--- src/rtl/uart_tx.sv ---
// uart_tx: 8N1 UART transmitter with a small circular transmit FIFO.
// The line is driven from a flop and the status outputs are registered.
module uart_tx #(
  parameter int CLK_FREQ   = 27000000,
  parameter int BAUD       = 115200,
  parameter int DEPTH_LOG2 = 2
) (
  input  logic       clk,
  input  logic       reset,
  input  logic [7:0] wr_data,
  input  logic       wr_strb,
  input  logic       ovf_clr,
  output logic       tx,
  output logic       full,
  output logic       busy,
  output logic       overflow
);

  localparam int DIV   = CLK_FREQ / BAUD;
  localparam int DEPTH = 1 << DEPTH_LOG2;
  localparam int BW    = (DIV > 1) ? $clog2(DIV) : 1;
  localparam int CW    = DEPTH_LOG2 + 1;

  localparam logic [BW-1:0]         BAUD_ONE = 1;
  localparam logic [BW-1:0]         BAUD_MAX = BW'(DIV - 1);
  localparam logic [CW-1:0]         CNT_ONE  = 1;
  localparam logic [CW-1:0]         CNT_FULL = CW'(DEPTH);
  localparam logic [DEPTH_LOG2-1:0] PTR_ONE  = 1;

  if (DIV < 2) begin : g_div_chk
    $error("uart_tx: CLK_FREQ/BAUD must be at least 2");
  end
  if (DEPTH_LOG2 < 1 || DEPTH_LOG2 > 4) begin : g_depth_chk
    $error("uart_tx: DEPTH_LOG2 must be within 1..4");
  end

  typedef enum logic [1:0] {IDLE, START, DATA, STOP} state_t;

  state_t                state_q, state_d;
  logic [BW-1:0]         baud_q;
  logic [2:0]            bit_q;
  logic [7:0]            shift_q;
  logic [7:0]            mem [DEPTH];
  logic [DEPTH_LOG2-1:0] wptr, rptr;
  logic [CW-1:0]         count_q, count_d;
  logic                  push, pop, baud_wrap;

  // A write is judged against the registered full flag, so a pop on the
  // same edge never rescues it.
  assign baud_wrap = (baud_q == BAUD_MAX);
  assign push      = wr_strb & ~full;
  assign pop       = (count_q != '0) &
                     ((state_q == IDLE) | ((state_q == STOP) & baud_wrap));

  // Occupancy after this edge; push+pop together leave it unchanged.
  always_comb begin
    count_d = count_q;
    if (push && !pop)      count_d = count_q + CNT_ONE;
    else if (pop && !push) count_d = count_q - CNT_ONE;
  end

  // Frame sequencing: STOP chains straight into START when data is waiting.
  always_comb begin
    state_d = state_q;
    case (state_q)
      IDLE:    if (pop) state_d = START;
      START:   if (baud_wrap) state_d = DATA;
      DATA:    if (baud_wrap && bit_q == 3'd7) state_d = STOP;
      STOP:    if (baud_wrap) state_d = pop ? START : IDLE;
      default: state_d = IDLE;
    endcase
  end

  // FIFO storage; no reset needed since the count gates every read.
  always_ff @(posedge clk) begin
    if (push) mem[wptr] <= wr_data;
  end

  // FIFO pointers, count and registered status flags.
  always_ff @(posedge clk or negedge reset) begin
    if (!reset) begin
      wptr     <= '0;
      rptr     <= '0;
      count_q  <= '0;
      full     <= 1'b0;
      overflow <= 1'b0;
    end else begin
      if (push) wptr <= wptr + PTR_ONE;
      if (pop)  rptr <= rptr + PTR_ONE;
      count_q <= count_d;
      full    <= (count_d == CNT_FULL);
      // A drop on the same edge as a clear keeps the flag set.
      if (wr_strb && full) overflow <= 1'b1;
      else if (ovf_clr)    overflow <= 1'b0;
    end
  end

  // Transmit FSM with baud counter, shifter and registered line/busy.
  always_ff @(posedge clk or negedge reset) begin
    if (!reset) begin
      state_q <= IDLE;
      baud_q  <= '0;
      bit_q   <= '0;
      shift_q <= '0;
      tx      <= 1'b1;
      busy    <= 1'b0;
    end else begin
      state_q <= state_d;
      busy    <= (state_d != IDLE) || (count_d != '0);
      case (state_q)
        START:   tx <= 1'b0;
        DATA:    tx <= shift_q[0];
        default: tx <= 1'b1;
      endcase
      if (pop) begin
        baud_q  <= '0;
        bit_q   <= '0;
        shift_q <= mem[rptr];
      end else if (state_q != IDLE) begin
        baud_q <= baud_wrap ? '0 : baud_q + BAUD_ONE;
        if (state_q == DATA && baud_wrap) begin
          shift_q <= {1'b0, shift_q[7:1]};
          bit_q   <= bit_q + 3'd1;
        end
      end
    end
  end

endmodule

--- config.mk ---
export PLATFORM = sky130hd
export DESIGN_NAME = uart_tx
export DESIGN_NICKNAME = d
export VERILOG_FILES = /design/src/rtl/uart_tx.sv
export SDC_FILE = /design/constraint.sdc
export NUM_CORES = 1
export LEC_CHECK = 0
export ABC_AREA = 1
export CAP_MARGIN = 10
export CELL_PAD_IN_SITES_DETAIL_PLACEMENT = 0
export CELL_PAD_IN_SITES_GLOBAL_PLACEMENT = 1
export CORE_UTILIZATION = 30
export CTS_CLUSTER_DIAMETER = 60
export CTS_CLUSTER_SIZE = 12
export DETAILED_ROUTE_END_ITERATION = 12
export GPL_TIMING_DRIVEN = 0
export PLACE_DENSITY_LB_ADDON = 0.08
export SLEW_MARGIN = 30
export SYNTH_ARGS = -nofsm -noshare
export SYNTH_HDL_FRONTEND = slang
export SYNTH_SLANG_ARGS = --single-unit
--- constraint.sdc ---
create_clock -name clk -period 2.22 [get_ports clk]
set_input_delay 0.333 -clock clk [delete_from_list [all_inputs] [get_ports clk]]
set_output_delay 0.333 -clock clk [all_outputs]
set_load 0.02 [all_outputs]
==> impl_metrics.py, run 1 <==
metrics = {
    "routing": {
        "wl_met3_um": 188,
        "wl_met1_um": 2900,
        "firstDrtPassIters": 4,
        "ant_nets": 0,
        "drt_iter0_drc": 40,
        "top_layer_used": "met4",
        "via_per_inst": 4.35,
        "avgRoutedWirePerCell_um": 13.1,
        "wirelength_um": 5840,
        "wl_met2_um": 2700,
        "num_vias": 1942,
        "drcViolationCount": 0,
    },
    "synth": {
        "ys.warnings.count": 0,
        "synthCells": 284,
        "synth_seq_cells": 64,
        "synth_cell_types": 30,
        "synth_area_sq_mm": 0.00292,
        "synth_fp_nets": 307,
        "synth_edf_count": 32,
        "ys_seq_area_share_pct": 60.4,
        "async_reset_ff_share_pct": 50.0,
        "avgSynthCellArea_sq_um": 10.3,
        "ys.flop_type": "edfxtp_1",
    },
    "final_layout": {
        "nNetsFinal": 335,
        "fillers": 970,
        "most-common-layout-cells": "44 x nand2_1, 38 x nor2_1, 32 x edfxtp_1",
        "final_cells": 446,
        "design_area_sq_mm": 0.00345,
        "antenna_cells": 0,
        "syn_to_final_growth_pct": 18.2,
        "drive_gt1_share_pct": 13.6,
        "final_common_cell": "nand2_1",
        "final_util_pct": 37.0,
    },
    "clock_network": {
        "clkLatencyLatePin_ns": 0.34,
        "cts_root_buffer": "clkbuf_8",
        "cts_tree": "built",
        "cts_buffer_depth": 2,
        "cts.sinks": 64,
        "postCtsSetupBuffers": 0,
        "cts_made_buffers": 9,
        "cts_max_level": 3,
        "clk_pin_slew_ns": 0.08,
    },
    "die": {
        "die_y_um": 101,
        "core_area_sq_mm": 0.00933,
        "die_area_sq_mm": 0.0101,
        "num_rows": 35,
        "start_util_pct": 31.3,
        "io-pin-count": 16,
        "die_w_um": 101,
    },
    "setup_path": {
        "startpoint": "count_q[0]",
        "cp_data_required_time_ns": 2.49,
        "worst-path-buf-inv": 4,
        "r2r_start": "count_q[0]",
        "critPathMaxStageDelay_ns": 0.43,
        "end_kind": "register",
        "cp_cell_sequence": "inv_1 > ha_1 > inv_1 > nor2_2 > nor2_4 > nand2_4 > nand2_4 > inv_2 > buf_6 > a21oi_2 > a21oi_1",
        "cp_top_family": "simple AND/OR/NAND/NOR gates",
        "start_kind": "register",
        "cp_max_fo": 10,
        "cp.arrival_ns": 2.11,
        "slowest_stage": "dfrtp_1",
        "critPathKind": "register to register",
    },
    "sta": {
        "relSlewSlack_pct": 45.3,
        "period_needed_ns": 1.84,
        "tns_ns": 0,
        "setup_violations": 0,
        "max_freq_mhz": 543,
        "rsz0062_at_grt": "no",
        "period_share_pct": 82.9,
        "hold_viol_final": 0,
        "slew_violations": 0,
        "worst_slew_pin_slew_ns": 0.817,
        "fin_skew_ns": 0.00761,
    },
    "grt": {
        "track_usage_pct": 13.4,
        "grt_overflow_total": 0,
        "antenna_found_initial": 0,
        "grt_pass1_wl_um": 10100,
        "grt_pass1_vias": 1976,
        "grt_max_degree": 22,
    },
    "pwr": {
        "switching_power_mw": 0.962,
        "irDropWorstVdd_mv": 0.338,
        "pwr-share-seq_pct": 50.2,
        "p_clk_share_pct": 31.3,
        "p_per_area_mw_per_mm2": 876,
        "leakagePower_nw": 1.43,
        "intPower_mw": 2.06,
        "power.share.switching_pct": 31.9,
        "pwr-share-comb_pct": 18.5,
    },
    "place": {
        "dpl.hpwl_um": 4070,
        "gp_congestion": 0.685,
        "postPlaceCellArea_sq_mm": 0.00325,
        "io_buffers": 15,
        "dp.cells": 429,
    },
    "min_path": {
        "hold_class": "primary input to asynchronous set/reset pin",
    },
    "outcome": {
        "status": "finished clean",
    },
    "flow_run": {
        "cap_viol_max_count": 0,
    },
}
==> worst reg2reg max path, cell delays in order (launching register included) <==
cell and delay [ns]:
dfrtp_1 0.43, inv_1 0.14, ha_1 0.17, inv_1 0.05, nor2_2 0.23, nor2_4 0.09
nand2_4 0.14, nand2_4 0.11, inv_2 0.09, buf_6 0.15, a21oi_2 0.05, a21oi_1 0.13
==> per-stage QoR <==
stage / hold WS [ns] / power, mW / setup WS (ns)
6_report: 0.424 / 3.02 / 0.379
5_1_grt: 0.439 / 3.23 / 0.138
4_1_cts: 0.421 / 3.06 / 0.221
3_5_place_dp: 0.256 / 2.11 / 0.0621
3_3_place_gp: 0.464 / 2.11 / -0.0292
2_1_floorplan: 0.0374 / 1.91 / 0.581
==> routing by layer <==
layer | up-vias | GRT usage, %
li1 | 1009 | -
met4 | 0 | 4.68
met2 | 27 | 20.5
met3 | 6 | 4.44
met5 | - | 0
met1 | 900 | 17.8
==> cells in the mapped netlist, types with 4 or more instances <==
cell	number	share of area (%)
ha_1	11	4.7
edfxtp_1	32	33
inv_1	29	3.7
xor2_1	4	1.2
o21ai_0	25	4.3
a21oi_2	5	1.5
a21oi_1	15	2.6
nor2_1	39	5.0
o22ai_1	9	1.9
nand3_1	11	1.9
nand2_2	4	0.86
dfrtp_1	31	27
nand2_1	44	5.7
==> area by class of cell <==
class / instances / area (sq um) / share of cell area [%]
multi-input combinational: 182 / 1000 / 29.1
clock buffer: 9 / 124 / 3.59
sequential: 64 / 1760 / 51.1
inverter: 32 / 120 / 3.48
timing repair buffer: 17 / 183 / 5.30
tap: 129 / 161 / 4.68
buffer: 6 / 33.8 / 0.980
clock inverter: 7 / 60.1 / 1.74
==> registers in the layout, summed over array words and instances, names as in the netlist <==
name	cells
wptr	2
shift_q	8
bit_q	3
rptr	2
tx	1
state_q	2
mem	32
full	1
busy	1
baud_q	8
overflow	1
count_q	3
==> cells by family (layout without fill, tap and decap cells) <==
family | count (synthesis) | count (layout) | synth area share, %
AND/OR/NAND/NOR | 107 | 107 | 16.3
flip-flops | 64 | 64 | 60.4
AO/OA/AOI/OAI | 59 | 59 | 11.7
buffers and inverters | 38 | 71 | 5.28
adder cells (fa/ha/maj) | 11 | 11 | 4.72
XOR/XNOR | 4 | 4 | 1.20
multiplexers | 1 | 1 | 0.343
==> power by group through the flow <==
| stage | combinational (mW) | sequential (mW) | clock (mW) |
|---|---|---|---|
| detailed placement | 0.569 | 1.54 | 0 |
| global placement | 0.563 | 1.54 | 0 |
| CTS | 0.571 | 1.52 | 0.974 |
| floorplan | 0.371 | 1.54 | 0 |
| finish | 0.559 | 1.52 | 0.944 |
| global route | 0.664 | 1.54 | 1.03 |
==> repair_timing <==
item                       CTS  global route
setup endpoints to repair    0             2
hold buffers                 1             0
hold endpoints to repair    10             0
gates resized for setup      0             1
==> final timing paths <==
path | endpoint | slack [ns] | cells past startpoint
max | shift_q[4] | 0.38 | 11
min | shift_q[4] | 0.42 | 2
max reg2reg | shift_q[4] | 0.38 | 11
min reg2reg | bit_q[1] | 0.48 | 2
max in group asynchronous | shift_q[0] | 1.38 | 3
min in group clk | bit_q[1] | 0.48 | 2
No activity file was read; power rests on OpenSTA's default activity.
==> inputs of run 2 (changes only) <==
Clock period 2.22 ns to 1.5 ns, I/O delays scaled along.
==> run 2 against run 1 <==
Compared with the run above:
- the flow now finishes with violations (setup timing)
- combinational power up 120%
- via count up 9.3%
- sequential power up 47%
- final area up 15%
- core utilization up 5.5 points
- routed wire length up 12%
- power up 66%
- clock skew about the same
- maximum frequency up 10%
- flip-flop and latch count unchanged
- critical path type unchanged
- largest power group unchanged
==> impl_metrics.py, run 2 (synthesis results as in run 1) <==
metrics = {
    "pwr": {
        "p_per_area_mw_per_mm2": 1270,
        "irDropWorstVdd_mv": 0.536,
        "leakagePower_nw": 1.65,
    },
    "grt": {
        "grt_overflow_total": 0,
        "antenna_found_initial": 0,
        "grt_pass1_vias": 2142,
        "track_usage_pct": 14.3,
        "grt_pass1_wl_um": 10800,
        "grt_max_degree": 20,
    },
    "setup_path": {
        "reg2reg_slack_ns": -0.17,
        "start_kind": "register",
        "cp_max_fo": 7,
        "cp_data_required_time_ns": 1.73,
        "cp.arrival_ns": 1.90,
        "critPathKind": "register to register",
        "end_kind": "register",
    },
    "clock_network": {
        "cts_max_level": 3,
        "cts_root_buffer": "clkbuf_8",
        "cts.sinks": 64,
        "cts_tree": "built",
        "cts_made_buffers": 9,
        "clk_pin_slew_ns": 0.08,
        "clkLatencyLatePin_ns": 0.34,
        "cts_buffer_depth": 2,
    },
    "routing": {
        "firstDrtPassIters": 4,
        "drcViolationCount": 0,
        "via_per_inst": 4.51,
        "drt_iter0_drc": 61,
        "wl_met1_um": 3230,
        "wl_met2_um": 3030,
        "num_vias": 2123,
        "ant_nets": 0,
        "avgRoutedWirePerCell_um": 13.9,
        "wl_met3_um": 156,
        "wirelength_um": 6530,
        "top_layer_used": "met4",
    },
    "sta": {
        "setup_violations": 31,
        "holdWs_ns": 0.336,
        "worst_slew_pin_slew_ns": 0.541,
        "fin_skew_ns": 0.00744,
        "max_freq_mhz": 600,
        "hold_viol_final": 0,
        "slew_violations": 0,
        "period_share_pct": 111,
        "rsz0062_at_grt": "yes",
        "period_needed_ns": 1.67,
        "tns_ns": -2.63,
        "setup_ws_ns": -0.166,
        "relSlewSlack_pct": 63.5,
    },
    "die": {
        "die_y_um": 101,
        "core_area_sq_mm": 0.00933,
        "start_util_pct": 31.3,
        "io-pin-count": 16,
        "die_w_um": 101,
        "die_area_sq_mm": 0.0101,
        "num_rows": 35,
    },
    "final_layout": {
        "nNetsFinal": 360,
        "antenna_cells": 0,
        "most-common-layout-cells": "32 x edfxtp_1, 30 x nor2_1, 30 x dfrtp_1",
        "largest-register": "mem",
        "final_common_cell": "edfxtp_1",
        "final_cells": 471,
        "drive_gt1_share_pct": 32.2,
        "syn_to_final_growth_pct": 35.9,
        "largest_reg_flops": 32,
        "design_area_sq_mm": 0.00396,
        "largestRegisters": "mem (32), baud_q (8), shift_q (8)",
        "fillers": 942,
    },
    "place": {
        "io_buffers": 15,
        "gp_congestion": 0.695,
        "pre_cts_ws_ns": -0.571,
        "dp.cells": 429,
        "dpl.hpwl_um": 4120,
        "postPlaceCellArea_sq_mm": 0.00326,
    },
    "outcome": {
        "status": "finished, violations left",
        "violations": "setup timing",
    },
    "min_path": {
        "hold_class": "primary input to asynchronous set/reset pin",
    },
    "flow_run": {
        "cap_viol_max_count": 0,
    },
}
==> run 2: changes by cell type in the layout (fill, tap and decap cells not counted), sizes merged <==
cell           delta
dlygate4sd2       +4
clkinvlp          +2
inv               -3
clkdlybuf4s50     -4
bufinv            +1
buf              +25
==> run 2: worst paths after layout <==
kind / startpoint / endpoint / depth (start not counted)
max in group asynchronous: reset / state_q[1] / 3
hold / removal: reset / shift_q[3] / 2
setup reg to reg: baud_q[1] / shift_q[6] / 12
setup / recovery: baud_q[1] / shift_q[6] / 12
hold reg to reg: bit_q[1] / bit_q[1] / 2
min in group clk: ovf_clr / overflow / 2
==> run 2: timing repair <==
action,4_1_cts,5_1_grt
endpoints found under the hold margin,12,0
setup buffers,16,10
cloned,1,1
pin swaps,8,18
endpoints found under the setup margin,60,56
resized for setup,35,42
hold buffers,1,0
==> run 2: layer usage <==
| layer | vias to the layer above | track usage (%) |
|---|---|---|
| met2 | 24 | 22.1 |
| met4 | 0 | 5.69 |
| met3 | 11 | 2.91 |
| met1 | 1030 | 19.6 |
| met5 | - | 0 |
| li1 | 1058 | - |
==> run 2: report_power, final <==
part           switching (mW)  leakage (nW)  internal [mW]  total [mW]
Combinational           0.745         0.868          0.494        1.24
Clock                   0.754        0.0964          0.784        1.54
Sequential              0.115         0.681           2.13        2.24
==> run 2: layout make-up <==
type	instances	area (sq um)	share of cell area (%)
multi-input combinational	182	1230	31.0
clock buffer	9	124	3.13
timing repair buffer	44	438	11.0
clock inverter	7	80.1	2.02
sequential	64	1760	44.5
buffer	4	37.5	0.947
inverter	32	131	3.31
tap	129	161	4.07
==> run 2: critical path, stage by stage (launching register included) <==
cell,delay [ns]
dfrtp_1,0.39
inv_2,0.08
ha_4,0.12
nand2_1,0.04
nor2_1,0.12
nand2_2,0.12
nand2_4,0.14
nand2_8,0.11
nand2_8,0.10
inv_8,0.04
clkbuf_16,0.15
a21oi_2,0.09
a21oi_1,0.06
==> run 2: stage by stage <==
step	total power [mW]	util, %
after global placement	3.13	34.7
after floorplan	2.83	-
after CTS	4.82	40.0
after detailed placement	3.13	34.9
after global routing	5.34	42.5
final	5.02	42.5
==> inputs of run 3 (changes only) <==
Settings changed: SKIP_CTS_REPAIR_TIMING from default to 1.
==> run 3 against run 2 <==
Compared with the run above:
- the flow still finishes with violations (setup timing)
- maximum frequency shrank 3.8%
- via count shrank 3.3%
- clock-buffer cell count is the same
- combinational power shrank 11%
- flip-flop and latch count is the same
- clock skew is essentially flat
- clock power is essentially flat
- core utilization shrank 1.9 points
- power shrank 2.7%
- register-to-register slack lost 0.07 ns
- global-route usage shrank 0.64 points
- critical path type unchanged
- critical endpoint unchanged
==> impl_metrics.py, run 3 (synthesis results as in run 1) <==
metrics = {
    "pwr": {
        "p_per_area_mw_per_mm2": 1290,
        "irDropWorstVdd_mv": 0.574,
        "leakagePower_nw": 1.60,
    },
    "sta": {
        "max_freq_mhz": 578,
        "hold_viol_final": 0,
        "rsz0062_at_grt": "yes",
        "holdWs_ns": 0.334,
        "tns_ns": -5.68,
        "worst_slew_pin_slew_ns": 0.535,
        "period_needed_ns": 1.73,
        "setup_ws_ns": -0.231,
        "relSlewSlack_pct": 64.3,
        "period_share_pct": 115,
        "setup_violations": 58,
        "slew_violations": 0,
        "fin_skew_ns": 0.00695,
    },
    "place": {
        "io_buffers": 15,
        "gp_congestion": 0.695,
        "dpl.hpwl_um": 4120,
    },
    "flow_run": {
        "cap_viol_max_count": 0,
    },
    "routing": {
        "avgRoutedWirePerCell_um": 13.6,
        "drt_iter0_drc": 74,
        "via_per_inst": 4.47,
        "num_vias": 2053,
        "wirelength_um": 6230,
        "firstDrtPassIters": 6,
        "ant_nets": 0,
        "drcViolationCount": 0,
    },
    "grt": {
        "track_usage_pct": 13.6,
        "grt_pass1_wl_um": 10300,
        "grt_max_degree": 20,
        "grt_overflow_total": 0,
        "antenna_found_initial": 0,
        "grt_pass1_vias": 2027,
    },
    "final_layout": {
        "largest-register": "mem",
        "final_common_cell": "nand2_1",
        "most-common-layout-cells": "34 x nand2_1, 32 x edfxtp_1, 31 x nor2_1, 31 x dfrtp_1",
        "largest_reg_flops": 32,
        "largestRegisters": "mem (32), baud_q (8), shift_q (8)",
        "antenna_cells": 0,
        "drive_gt1_share_pct": 26.1,
        "nNetsFinal": 348,
        "syn_to_final_growth_pct": 29.8,
    },
    "die": {
        "num_rows": 35,
        "die_y_um": 101,
        "die_w_um": 101,
        "io-pin-count": 16,
        "core_area_sq_mm": 0.00933,
        "start_util_pct": 31.3,
        "die_area_sq_mm": 0.0101,
    },
    "setup_path": {
        "start_kind": "register",
        "startpoint": "baud_q[1]",
        "cp_cell_sequence": "inv_2 > ha_2 > nand2_1 > nor2_1 > nand2_2 > nand2_4 > nand2_8 > nand2_8 > inv_8 > clkbuf_16 > a21oi_2 > a21oi_1",
        "r2r_start": "baud_q[1]",
        "critPathKind": "register to register",
        "end_kind": "register",
        "critPathMaxStageDelay_ns": 0.39,
        "cp.arrival_ns": 1.97,
        "cp_data_required_time_ns": 1.73,
        "slowest_stage": "dfrtp_1",
        "timing.reg2reg.worst_path_depth": 12,
        "reg2reg_slack_ns": -0.23,
        "cp_max_fo": 6,
        "crit_path_frequent_cell": "nand2_8",
    },
    "outcome": {
        "status": "finished, violations left",
        "violations": "setup timing",
    },
    "clock_network": {
        "cts.sinks": 64,
        "cts_max_level": 3,
        "cts_tree": "built",
        "cts_root_buffer": "clkbuf_8",
        "clkLatencyLatePin_ns": 0.34,
        "cts_buffer_depth": 2,
        "cts_made_buffers": 9,
        "clk_pin_slew_ns": 0.08,
    },
    "min_path": {
        "hold_class": "primary input to asynchronous set/reset pin",
    },
}
run 3: through the flow:
stage / cell area (sq um) / total power, mW / worst slack, ns / util [%] / instances
after floorplan: 2920 / 2.83 / -0.0541 / - / 284
after global placement: 3240 / 3.13 / -0.635 / 34.7 / 428
after detailed placement: 3260 / 3.13 / -0.571 / 34.9 / 429
after CTS: 3460 / 4.70 / -0.331 / 37.1 / 445
after global routing: 3790 / 5.18 / -0.344 / 40.6 / 459
final: 3790 / 4.89 / -0.231 / 40.6 / 459
run 3: final timing paths:
kind	to
setup / recovery	shift_q[6]
hold / removal	shift_q[4]
setup reg to reg	shift_q[6]
hold reg to reg	bit_q[1]
max in group asynchronous	wptr[1]
min in group clk	overflow
run 3: final cells by class:
type | count | area (sq um)
fillers | 955 | 5540
flip-flops and latches | 64 | 1760
multi-input cells | 182 | 1170
repair buffers | 30 | 308
well taps | 129 | 161
inverters | 32 | 134
clock buffers | 9 | 124
clock inverters | 7 | 80.1
plain buffers | 6 | 48.8
run 3: worst max-delay path, delay by kind of cell, from the launching register on:
kind	cells	cell delay, ns
and+or+nand+nor	6	0.67
AOI/OAI and AO/OA	2	0.15
buffers and inverters	3	0.25
DFF	1	0.39
adders and majority gates	1	0.16
run 3: per-layer routing:
layer  GRT usage (%)  vias to the layer above  share of wire [%]
li1                -                     1039                  -
met3            2.70                       11                2.5
met4            5.69                        0                1.5
met5               0                        -                  0
met2            20.7                       29                 46
met1            19.0                      974                 50
run 3: report_power, final:
group | internal [mW] | total, mW | leakage, nW | switching [mW]
Combinational | 0.408 | 1.10 | 0.817 | 0.694
Sequential | 2.13 | 2.24 | 0.682 | 0.114
Clock | 0.784 | 1.54 | 0.0964 | 0.757
